`src/rtl/wwd_display_buffer.sv`:
```
// -----------------------------------------------------------------------------
// wwd_display_buffer
// Buffers committed WWD results in a small FIFO and shows the head entry on a
// four-digit multiplexed 7-segment display (active-low segments and anodes).
// The led output mirrors the CPU PC low byte one cycle late.
//
// Optional feature macro: WWD_DISPLAY_BLANK_EN
//   When defined, leading zero digits (k>0) are blanked; digit 0 always shows.
// -----------------------------------------------------------------------------
module wwd_display_buffer #(
   parameter int SCAN_DIV = 50000,
   parameter int DEPTH    = 4
) (
   input  logic        clk,
   input  logic        reset_cpu,
   input  logic [15:0] word_in,
   input  logic        word_valid,
   input  logic [7:0]  pc_in,
   input  logic        pop,
   output logic [6:0]  seg,
   output logic [3:0]  an,
   output logic [7:0]  led,
   output logic [4:0]  fifo_count,
   output logic        empty,
   output logic        overflow
);

   localparam int          PW        = $clog2(DEPTH);
   localparam logic [4:0]  DEPTH_C   = 5'(DEPTH);
   localparam logic [15:0] SCAN_LAST = 16'(SCAN_DIV - 1);
   localparam logic [6:0]  SEG_DASH  = 7'b0111111;
   localparam logic [6:0]  SEG_BLANK = 7'h7F;
   localparam logic [3:0]  AN_RESET  = 4'b1110;

   // Active-low glyph for one hex nibble, seg[0]=a .. seg[6]=g; b and d lowercase.
   function automatic logic [6:0] hex_glyph(input logic [3:0] nib);
      logic [6:0] g;
      case (nib)
         4'h0:    g = 7'h40;
         4'h1:    g = 7'h79;
         4'h2:    g = 7'h24;
         4'h3:    g = 7'h30;
         4'h4:    g = 7'h19;
         4'h5:    g = 7'h12;
         4'h6:    g = 7'h02;
         4'h7:    g = 7'h78;
         4'h8:    g = 7'h00;
         4'h9:    g = 7'h10;
         4'hA:    g = 7'h08;
         4'hB:    g = 7'h03;
         4'hC:    g = 7'h46;
         4'hD:    g = 7'h21;
         4'hE:    g = 7'h06;
         4'hF:    g = 7'h0E;
         default: g = SEG_DASH;
      endcase
      return g;
   endfunction

   // Storage and state
   logic [15:0]   mem_q [DEPTH];
   logic [PW-1:0] head_q, head_d;
   logic [PW-1:0] tail_q, tail_d;
   logic [4:0]    count_q, count_d;
   logic          empty_q, empty_d;
   logic          overflow_q, overflow_d;
   logic [7:0]    led_q;
   logic [15:0]   scan_q, scan_d;
   logic [1:0]    idx_q, idx_d;
   logic [3:0]    an_q, an_d;
   logic [6:0]    seg_q, seg_d;

   // Decoded strobes
   logic          full_s;
   logic          is_empty_s;
   logic          push_ok_s;
   logic          pop_ok_s;
   logic          ovf_set_s;
   logic [15:0]   head_word_s;
   logic [3:0]    nibble_s;
   logic          blank_s;

   // FIFO next-state: accept/reject push and pop, update pointers, count and flags
   always_comb begin
      full_s     = (count_q == DEPTH_C);
      is_empty_s = (count_q == 5'd0);
      pop_ok_s   = pop && !is_empty_s;
      // A full FIFO still accepts a push when the same cycle frees the head slot.
      push_ok_s  = word_valid && (!full_s || pop_ok_s);
      ovf_set_s  = word_valid && full_s && !pop;

      head_d = head_q;
      tail_d = tail_q;
      if (pop_ok_s) begin
         head_d = head_q + {{(PW-1){1'b0}}, 1'b1};
      end else begin
         head_d = head_q;
      end
      if (push_ok_s) begin
         tail_d = tail_q + {{(PW-1){1'b0}}, 1'b1};
      end else begin
         tail_d = tail_q;
      end

      case ({push_ok_s, pop_ok_s})
         2'b10:   count_d = count_q + 5'd1;
         2'b01:   count_d = count_q - 5'd1;
         default: count_d = count_q;
      endcase
      empty_d    = (count_d == 5'd0);
      overflow_d = overflow_q || ovf_set_s;
   end

   // FIFO control registers and PC mirror
   always_ff @(posedge clk) begin
      if (reset_cpu) begin
         head_q     <= '0;
         tail_q     <= '0;
         count_q    <= 5'd0;
         empty_q    <= 1'b1;
         overflow_q <= 1'b0;
         led_q      <= 8'h00;
      end else begin
         head_q     <= head_d;
         tail_q     <= tail_d;
         count_q    <= count_d;
         empty_q    <= empty_d;
         overflow_q <= overflow_d;
         led_q      <= pc_in;
      end
   end

   // FIFO data storage; contents need no reset because pointers define validity
   always_ff @(posedge clk) begin
      if (!reset_cpu && push_ok_s) begin
         mem_q[tail_q] <= word_in;
      end
   end

   // Scan timing: digit dwell counter and digit index
   always_comb begin
      if (scan_q == SCAN_LAST) begin
         scan_d = 16'd0;
         idx_d  = idx_q + 2'd1;
      end else begin
         scan_d = scan_q + 16'd1;
         idx_d  = idx_q;
      end
   end

   // Display decode for the current digit from the current head entry
   always_comb begin
      head_word_s = mem_q[head_q];
      case (idx_q)
         2'd0:    nibble_s = head_word_s[3:0];
         2'd1:    nibble_s = head_word_s[7:4];
         2'd2:    nibble_s = head_word_s[11:8];
         2'd3:    nibble_s = head_word_s[15:12];
         default: nibble_s = 4'h0;
      endcase
`ifdef WWD_DISPLAY_BLANK_EN
      case (idx_q)
         2'd1:    blank_s = (head_word_s[15:4] == 12'h000);
         2'd2:    blank_s = (head_word_s[15:8] == 8'h00);
         2'd3:    blank_s = (head_word_s[15:12] == 4'h0);
         default: blank_s = 1'b0;
      endcase
`else
      blank_s = 1'b0;
`endif
      an_d = ~(4'b0001 << idx_q);
      if (empty_q) begin
         seg_d = SEG_DASH;
      end else if (blank_s) begin
         seg_d = SEG_BLANK;
      end else begin
         seg_d = hex_glyph(nibble_s);
      end
   end

   // Display registers: anode and segment outputs change together
   always_ff @(posedge clk) begin
      if (reset_cpu) begin
         scan_q <= 16'd0;
         idx_q  <= 2'd0;
         an_q   <= AN_RESET;
         seg_q  <= SEG_DASH;
      end else begin
         scan_q <= scan_d;
         idx_q  <= idx_d;
         an_q   <= an_d;
         seg_q  <= seg_d;
      end
   end

   assign seg        = seg_q;
   assign an         = an_q;
   assign led        = led_q;
   assign fifo_count = count_q;
   assign empty      = empty_q;
   assign overflow   = overflow_q;

endmodule

```
`config.mk`:
```
export PLATFORM = sky130hd
export DESIGN_NAME = wwd_display_buffer
export DESIGN_NICKNAME = d
export VERILOG_FILES = /design/src/rtl/wwd_display_buffer.sv
export SDC_FILE = /design/constraint.sdc
export NUM_CORES = 1
export LEC_CHECK = 0
export CAP_MARGIN = 20
export CORE_ASPECT_RATIO = 0.75
export CORE_MARGIN = 2
export CORE_UTILIZATION = 35
export CTS_CLUSTER_SIZE = 28
export DETAILED_ROUTE_END_ITERATION = 10
export PLACE_DENSITY_LB_ADDON = 0.1
export SYNTH_ARGS = -nofsm -noshare
export SYNTH_HDL_FRONTEND = slang
export SYNTH_SLANG_ARGS = --single-unit
```
`constraint.sdc`:
```
create_clock -name clk -period 2.9 [get_ports clk]
set_input_delay 0.58 -clock clk [delete_from_list [all_inputs] [get_ports clk]]
set_output_delay 0.58 -clock clk [all_outputs]
set_load 0.03 [all_outputs]
```
==> metrics, run 1 <==
antenna violations before repair=0; Startpoint Class=flip-flop; total grt overflow=0; fraction of layout cells with a size suffix above 1=0.1138; final design area excluding fillers=6145 um2; area share of the largest cell type after synthesis=0.4051; I/O Buffers=53; number of cells produced by synthesis=370; initial core utilization=0.3620; count of state elements after synthesis=114; setup TNS=0 ns; leakage component of the power=2.185 nW; worst-case reg-to-reg path depth=9; maximum number of pins on one net before global-route repair=31; count of instances resized after the clock tree is built=0; CP required=3.18 ns; clock buffer depth=2; wire length of the first global-routing pass=15.88 mm; Area growth, synth to finish=29.51%; Total GRT Usage=0.1438; type of the setup path with the least slack=reg2reg; total standard cell area after synthesis=4745 um2; DRC violation count after routing=0; I/O Pins=54; Least-Margin Pin Slew=0.8171 ns; buffer type at the clock tree root=sky130_fd_sc_hd__clkbuf_16; die area=14510 um2; routed via count=2997; setup repair after global routing missed its margin=no; Final #Nets=488; placement-stage cell area=5535 um2; data arrival time of the worst path=2.97 ns; max-capacitance violation count=0; critical path capture point=seg[3]$_SDFF_PP1_; type of the worst min-delay path=reg2reg; CTS buffer count=17; run status=finished clean; CTS tree=built; later-pin clock latency in the skew report=0.40 ns; number of global-route vias before repair=2961; First-pass DRT Iterations=4; launch point of the critical path=idx_q[1]$_SDFFE_PP0P_; R2R Path End=seg[3]$_SDFF_PP1_; highest ir drop seen on vdd=431.5 uV; proportion of synthesized chip area in sequential cells=0.6160; Final Cycle Share=0.9289; Detailed Route Iter0 Violations=180; capturing element type of the critical path=flip-flop; power per unit of standard cell area=846.6 nW/um2; number of nets still failing antenna checks after routing=0; number of diodes added for antenna fixing=0; Final Wtd Congestion=0.8268; EDFF count, synth=64; cell types with the largest area share after synthesis=sky130_fd_sc_hd__edfxtp_1 (41%), sky130_fd_sc_hd__dfxtp_1 (21%), sky130_fd_sc_hd__mux2i_1 (6.1%); Clock Sinks=114; total wire length=9.708 mm; Unique masters post-synth=44; Post-DP HPWL=6.597 mm; worst clock skew on the final layout=0.009557 ns; count of endpoints failing setup in the final report=0; Final Max Tran Viols=0; Post CTS Setup Buffer Count=0; post-DR vias/cell=4.772; die span in x=138.4 um; Final Hold Viols=0; average detailed-routed wire length per instance=15.46 um; Fmax achieved=371.2 MHz; share of synthesized registers carrying an async set or reset=0; Crit path largest cell delay=0.49 ns; Primary FF master, synth=sky130_fd_sc_hd__edfxtp_1; Relative slew margins=0.4553; startpoint of the worst register-to-register path=idx_q[1]$_SDFFE_PP0P_; per-instance average area after synthesis=12.82 um2; height of the die=104.8 um; Row Count=36; largest area contributor in the synthesized netlist=sky130_fd_sc_hd__edfxtp_1; hold-fix buffer count after cts=0; total nets after synthesis=414; worst-path cell with the longest stage delay=sky130_fd_sc_hd__mux4_1; CP cell instances=inv_1, ha_1, nand2b_1, o22ai_1, o41ai_4, inv_1, ha_1, mux4_1, or3_1; reg2reg setup slack=0.21 ns; synth warn=0; filler cell count in the final layout=1183; fin crit period=2.694 ns; placeable core area=13110 um2; CP Max Fanout=4; CTS clock-pin slew for the worst setup and hold paths=0.05 ns; H-tree level count=4
-- critical path: cells and delay by family, from the launching register on --
kind | cells | cell delay (ns)
AOI/OAI and AO/OA | 2 | 0.52
muxes | 1 | 0.49
adders and majority gates | 2 | 0.48
and+or+nand+nor | 2 | 0.48
DFF | 1 | 0.38
buffers and inverters | 2 | 0.22
-- cell families after synthesis --
kind of cell / after synthesis / synth area share
XOR/XNOR: 20 / 0.03692
adder cells (fa/ha/maj): 16 / 0.04219
AND/OR/NAND/NOR: 116 / 0.1200
flip-flops: 114 / 0.6160
buffers and inverters: 27 / 0.02848
AO/OA/AOI/OAI: 41 / 0.06356
multiplexers: 36 / 0.09283
-- cells in the mapped netlist, types with 9 or more instances --
library cell	instances
sky130_fd_sc_hd__o22ai_1	10
sky130_fd_sc_hd__xor2_1	9
sky130_fd_sc_hd__nor2_1	40
sky130_fd_sc_hd__nor2b_1	10
sky130_fd_sc_hd__o21ai_0	10
sky130_fd_sc_hd__inv_1	13
sky130_fd_sc_hd__dfxtp_1	50
sky130_fd_sc_hd__xnor2_1	11
sky130_fd_sc_hd__ha_1	16
sky130_fd_sc_hd__nand2b_1	13
sky130_fd_sc_hd__edfxtp_1	64
sky130_fd_sc_hd__nand3_1	11
sky130_fd_sc_hd__mux2i_1	29
sky130_fd_sc_hd__nand2_1	18
-- routing by layer --
metal / vias to the layer above / global-route usage / wire length [um]
li1: 1491 / - / -
met1: 1451 / 0.2061 / 5109
met2: 49 / 0.2076 / 4272
met3: 6 / 0.04033 / 247
met4: 0 / 0.05248 / 78
met5: - / 0 / 0
-- final cells by class --
type | instances | area, um2 | share of cell area
tap | 171 | 214.0 | 0.03482
inverter | 13 | 48.80 | 0.007941
clock inverter | 13 | 166.4 | 0.02708
clock buffer | 19 | 442.9 | 0.07208
sequential | 114 | 2923 | 0.4757
multi-input combinational | 229 | 1687 | 0.2745
timing repair buffer | 69 | 663.1 | 0.1079
-- layout by cell type, fill, tap and decap left out, types with 2 or more instances in the layout --
cell,count
sky130_fd_sc_hd__clkdlybuf4s50_1,53
sky130_fd_sc_hd__nor2b_1,10
sky130_fd_sc_hd__dfxtp_1,50
sky130_fd_sc_hd__nor4_1,2
sky130_fd_sc_hd__o221ai_1,2
sky130_fd_sc_hd__nand3_1,11
sky130_fd_sc_hd__nand2b_1,13
sky130_fd_sc_hd__o22ai_1,10
sky130_fd_sc_hd__clkinv_1,3
sky130_fd_sc_hd__nor3_1,4
sky130_fd_sc_hd__o31a_1,2
sky130_fd_sc_hd__buf_4,15
sky130_fd_sc_hd__edfxtp_1,64
sky130_fd_sc_hd__mux4_1,4
sky130_fd_sc_hd__clkbuf_16,17
sky130_fd_sc_hd__o21ai_0,10
sky130_fd_sc_hd__mux2i_1,29
sky130_fd_sc_hd__mux2_2,2
sky130_fd_sc_hd__clkinv_2,4
sky130_fd_sc_hd__nand4_1,3
sky130_fd_sc_hd__bufinv_16,4
sky130_fd_sc_hd__clkinvlp_4,2
sky130_fd_sc_hd__or4_1,2
sky130_fd_sc_hd__ha_1,16
sky130_fd_sc_hd__and2_1,4
sky130_fd_sc_hd__nand2_1,18
sky130_fd_sc_hd__xor2_1,9
sky130_fd_sc_hd__a21oi_1,5
sky130_fd_sc_hd__or3_1,5
sky130_fd_sc_hd__inv_1,13
sky130_fd_sc_hd__xnor2_1,11
sky130_fd_sc_hd__a31oi_1,2
sky130_fd_sc_hd__nor2_1,40
-- flip-flops by register name, summed over array words and instances (netlist names), named ones only --
| register | flops |
|---|---|
| overflow | 1 |
| idx_q | 2 |
| tail_q | 2 |
| head_q | 2 |
| empty | 1 |
| led | 8 |
| an | 4 |
| mem_q | 64 |
| seg | 7 |
| fifo_count | 5 |
| scan_q | 16 |
-- metrics by stage --
| stage | setup slack (ns) | total power, mW | utilization | hold WS [ns] | instances |
|---|---|---|---|---|---|
| final | 0.2062 | 5.202 | 0.4688 | 0.4494 | 628 |
| after global routing | 0.02845 | 5.439 | 0.4688 | 0.4915 | 628 |
| after global placement | 0.2329 | 3.085 | 0.4223 | 0.4228 | 596 |
| after detailed placement | 0.2012 | 3.094 | 0.4223 | 0.4452 | 596 |
| after floorplan | 0.2247 | 2.716 | - | 0.4132 | 370 |
| after CTS | 0.2090 | 5.262 | 0.4688 | 0.4529 | 628 |
-- power breakdown --
group / internal, mW / total, mW / switching [mW]
clock: 1.44 / 2.15 / 0.704
combinational: 0.531 / 1.14 / 0.612
sequential: 1.84 / 1.91 / 0.0718
-- worst min-delay path by stage --
stage / from / end / slack [ns] / depth (start not counted)
finish: scan_q[0]$_SDFF_PP0_ / scan_q[0]$_SDFF_PP0_ / 0.45 / 1
global route: scan_q[0]$_SDFF_PP0_ / scan_q[0]$_SDFF_PP0_ / 0.49 / 1
CTS: scan_q[0]$_SDFF_PP0_ / scan_q[0]$_SDFF_PP0_ / 0.45 / 1
detailed placement: scan_q[0]$_SDFF_PP0_ / scan_q[0]$_SDFF_PP0_ / 0.45 / 1
global placement: scan_q[0]$_SDFF_PP0_ / scan_q[0]$_SDFF_PP0_ / 0.42 / 1
floorplan: scan_q[0]$_SDFF_PP0_ / scan_q[0]$_SDFF_PP0_ / 0.41 / 1
No activity file was read; power rests on OpenSTA's default activity.
==> run 2: changes to the inputs <==
CORE_UTILIZATION = 40   (was 35)
==> metrics, run 2 (synthesis results as in run 1) <==
run status=finished clean; wire length of the first global-routing pass=15.33 mm (-3.5%); number of diodes added for antenna fixing=0 (unchanged); count of instances resized after the clock tree is built=0 (unchanged); worst-path cell with the longest stage delay=sky130_fd_sc_hd__mux4_1; launch point of the critical path=idx_q[0]$_SDFFE_PP0P_; post-placement cell count=583 (-2.2%); Total GRT Usage=0.1587 (+0.01489); final design area excluding fillers=6087 um2 (-0.94%); I/O Buffers=53 (unchanged); Final #Nets=484 (-0.82%); Sw Ratio=0.2748 (+0.008025); commonest cells after routing, fill and taps aside=sky130_fd_sc_hd__edfxtp_1 (64), sky130_fd_sc_hd__clkdlybuf4s50_1 (53), sky130_fd_sc_hd__dfxtp_1 (50); highest ir drop seen on vdd=432.1 uV (+0.14%); capturing element type of the critical path=flip-flop; register name with the most flops=mem_q; type of the worst min-delay path=reg2reg; leakage component of the power=2.146 nW (-1.8%); post-DR vias/cell=4.852 (+1.7%); Row Count=34 (-5.6%); power per unit of standard cell area=840.9 nW/um2 (-0.67%); Post CTS Setup Buffer Count=0 (unchanged); Setup Slack @ Placement=0.1612 ns (-0.04000 ns); Area growth, synth to finish=28.30%; Sequential Power Share=0.373 (+0.005); I/O Pins=54 (unchanged); post-route insts no fill=615 (-2.1%); CP cell instances=inv_1, ha_1, inv_1, o221ai_1, o31a_1, inv_1, ha_1, inv_1, mux4_1, or3_1; final setup slack of the worst path=0.1884 ns (-0.01778 ns); die span in x=129.8 um (-6.3%); setup repair after global routing missed its margin=no; hold_ws=0.4382 ns (-0.01120 ns); max-capacitance violation count=0 (unchanged); hold_sp=scan_q[0]$_SDFF_PP0_; initial core utilization=0.4100 (+0.04806); CTS buffer count=17 (unchanged); Final Wtd Congestion=0.7900 (-4.5%); Gate power share=0.221 (about the same); CP required=3.18 ns (about the same); maximum number of pins on one net before global-route repair=31 (unchanged); setup TNS=0 ns (unchanged); Fmax achieved=368.8 MHz (-0.66%); most common cell after layout, fill and taps aside=sky130_fd_sc_hd__edfxtp_1; Crit path largest cell delay=0.46 ns (-0.03 ns); total grt overflow=0 (unchanged); Relative slew margins=0.4142 (-0.04109); CTS tree=built; Least-Margin Pin Slew=0.8787 ns (+0.06164 ns); antenna violations before repair=0 (unchanged); later-pin clock latency in the skew report=0.40 ns (about the same); First-pass DRT Iterations=4 (unchanged); placeable core area=11570 um2 (-12%); fin crit period=2.712 ns (+0.01778 ns); Post-DP HPWL=6.307 mm (-4.4%); total wire length=9.298 mm (-4.2%); type of the setup path with the least slack=reg2reg; routed via count=2984 (-0.43%); Final Cycle Share=0.9350 (+0.006133); number of global-route vias before repair=2999 (+1.3%); CP Max Fanout=6 (+2); CTS clock-pin slew for the worst setup and hold paths=0.05 ns (about the same); crit-path most repeated cell=sky130_fd_sc_hd__inv_1; Startpoint Class=flip-flop; startpoint of the worst register-to-register path=idx_q[0]$_SDFFE_PP0P_; critical path buffer and inverter count=4 (+2); power share of the clock group=0.406 (-0.007); data arrival time of the worst path=2.99 ns (+0.02 ns); cell family with most CP delay=adder cells; DRC violation count after routing=0 (unchanged); H-tree level count=4 (unchanged); Clock Sinks=114 (unchanged); die area=12760 um2 (-12%); internal cell power=3.712 mW (-2.7%); Final Max Tran Viols=0 (unchanged); worst clock skew on the final layout=0.008446 ns (-0.001111 ns); average detailed-routed wire length per instance=15.12 um (-2.2%); Detailed Route Iter0 Violations=161 (-11%); fraction of layout cells with a size suffix above 1=0.1082 (-0.005618); Final Hold Viols=0 (unchanged); count of endpoints failing setup in the final report=0 (unchanged); number of flip-flops under the largest register name=64 (unchanged); hold-fix buffer count after cts=0 (unchanged); placement-stage cell area=5494 um2 (-0.75%); filler cell count in the final layout=1011 (-15%); clock buffer depth=2 (unchanged); buffer type at the clock tree root=sky130_fd_sc_hd__clkbuf_16; number of nets still failing antenna checks after routing=0 (unchanged); height of the die=98.32 um (-6.2%); Sw Pwr=1.407 mW (+1.4%)
-- run 2: layout make-up --
class / instances / area, um2 / share of cell area
Clock buffer: 18 / 429.2 / 0.07050
Sequential cell: 114 / 2923 / 0.4802
Tap cell: 162 / 202.7 / 0.03330
Clock inverter: 14 / 163.9 / 0.02693
Inverter: 13 / 48.80 / 0.008016
Multi-Input combinational cell: 229 / 1687 / 0.2771
Timing Repair Buffer: 65 / 633.1 / 0.1040
-- run 2: worst register-to-register path: stages, from the launching register on --
cell,delay [ns]
sky130_fd_sc_hd__dfxtp_1,0.32
sky130_fd_sc_hd__inv_1,0.13
sky130_fd_sc_hd__ha_1,0.38
sky130_fd_sc_hd__inv_1,0.15
sky130_fd_sc_hd__o221ai_1,0.11
sky130_fd_sc_hd__o31a_1,0.28
sky130_fd_sc_hd__inv_1,0.12
sky130_fd_sc_hd__ha_1,0.28
sky130_fd_sc_hd__inv_1,0.04
sky130_fd_sc_hd__mux4_1,0.46
sky130_fd_sc_hd__or3_1,0.30
-- run 2: layer usage --
layer,wire length (um),vias up,GRT usage
met5,0,-,0
met4,96,0,0.05955
met2,4080,61,0.2263
li1,-,1479,-
met1,4725,1431,0.2278
met3,396,13,0.04767
-- run 2: worst paths after layout --
path	endpoint	slack, ns	cells after the start
max reg2reg	seg[3]$_SDFF_PP1_	0.19	10
min reg2reg	scan_q[0]$_SDFF_PP0_	0.44	1
max	seg[3]$_SDFF_PP1_	0.19	10
min	scan_q[0]$_SDFF_PP0_	0.44	1
-- run 2: power by group through the flow --
stage / clock [mW] / sequential (mW) / combinational, mW
finish: 2.08 / 1.91 / 1.13
global route: 2.19 / 1.92 / 1.24
CTS: 2.12 / 1.91 / 1.14
detailed placement: 0 / 1.94 / 1.14
global placement: 0 / 1.94 / 1.13
floorplan: 0 / 2.05 / 0.665
-- run 2: metrics by stage --
step | power, mW | utilization
after floorplan | 2.716 | -
after global placement | 3.076 | 0.4748
after detailed placement | 3.080 | 0.4748
after CTS | 5.174 | 0.5261
after global routing | 5.353 | 0.5261
final | 5.119 | 0.5261
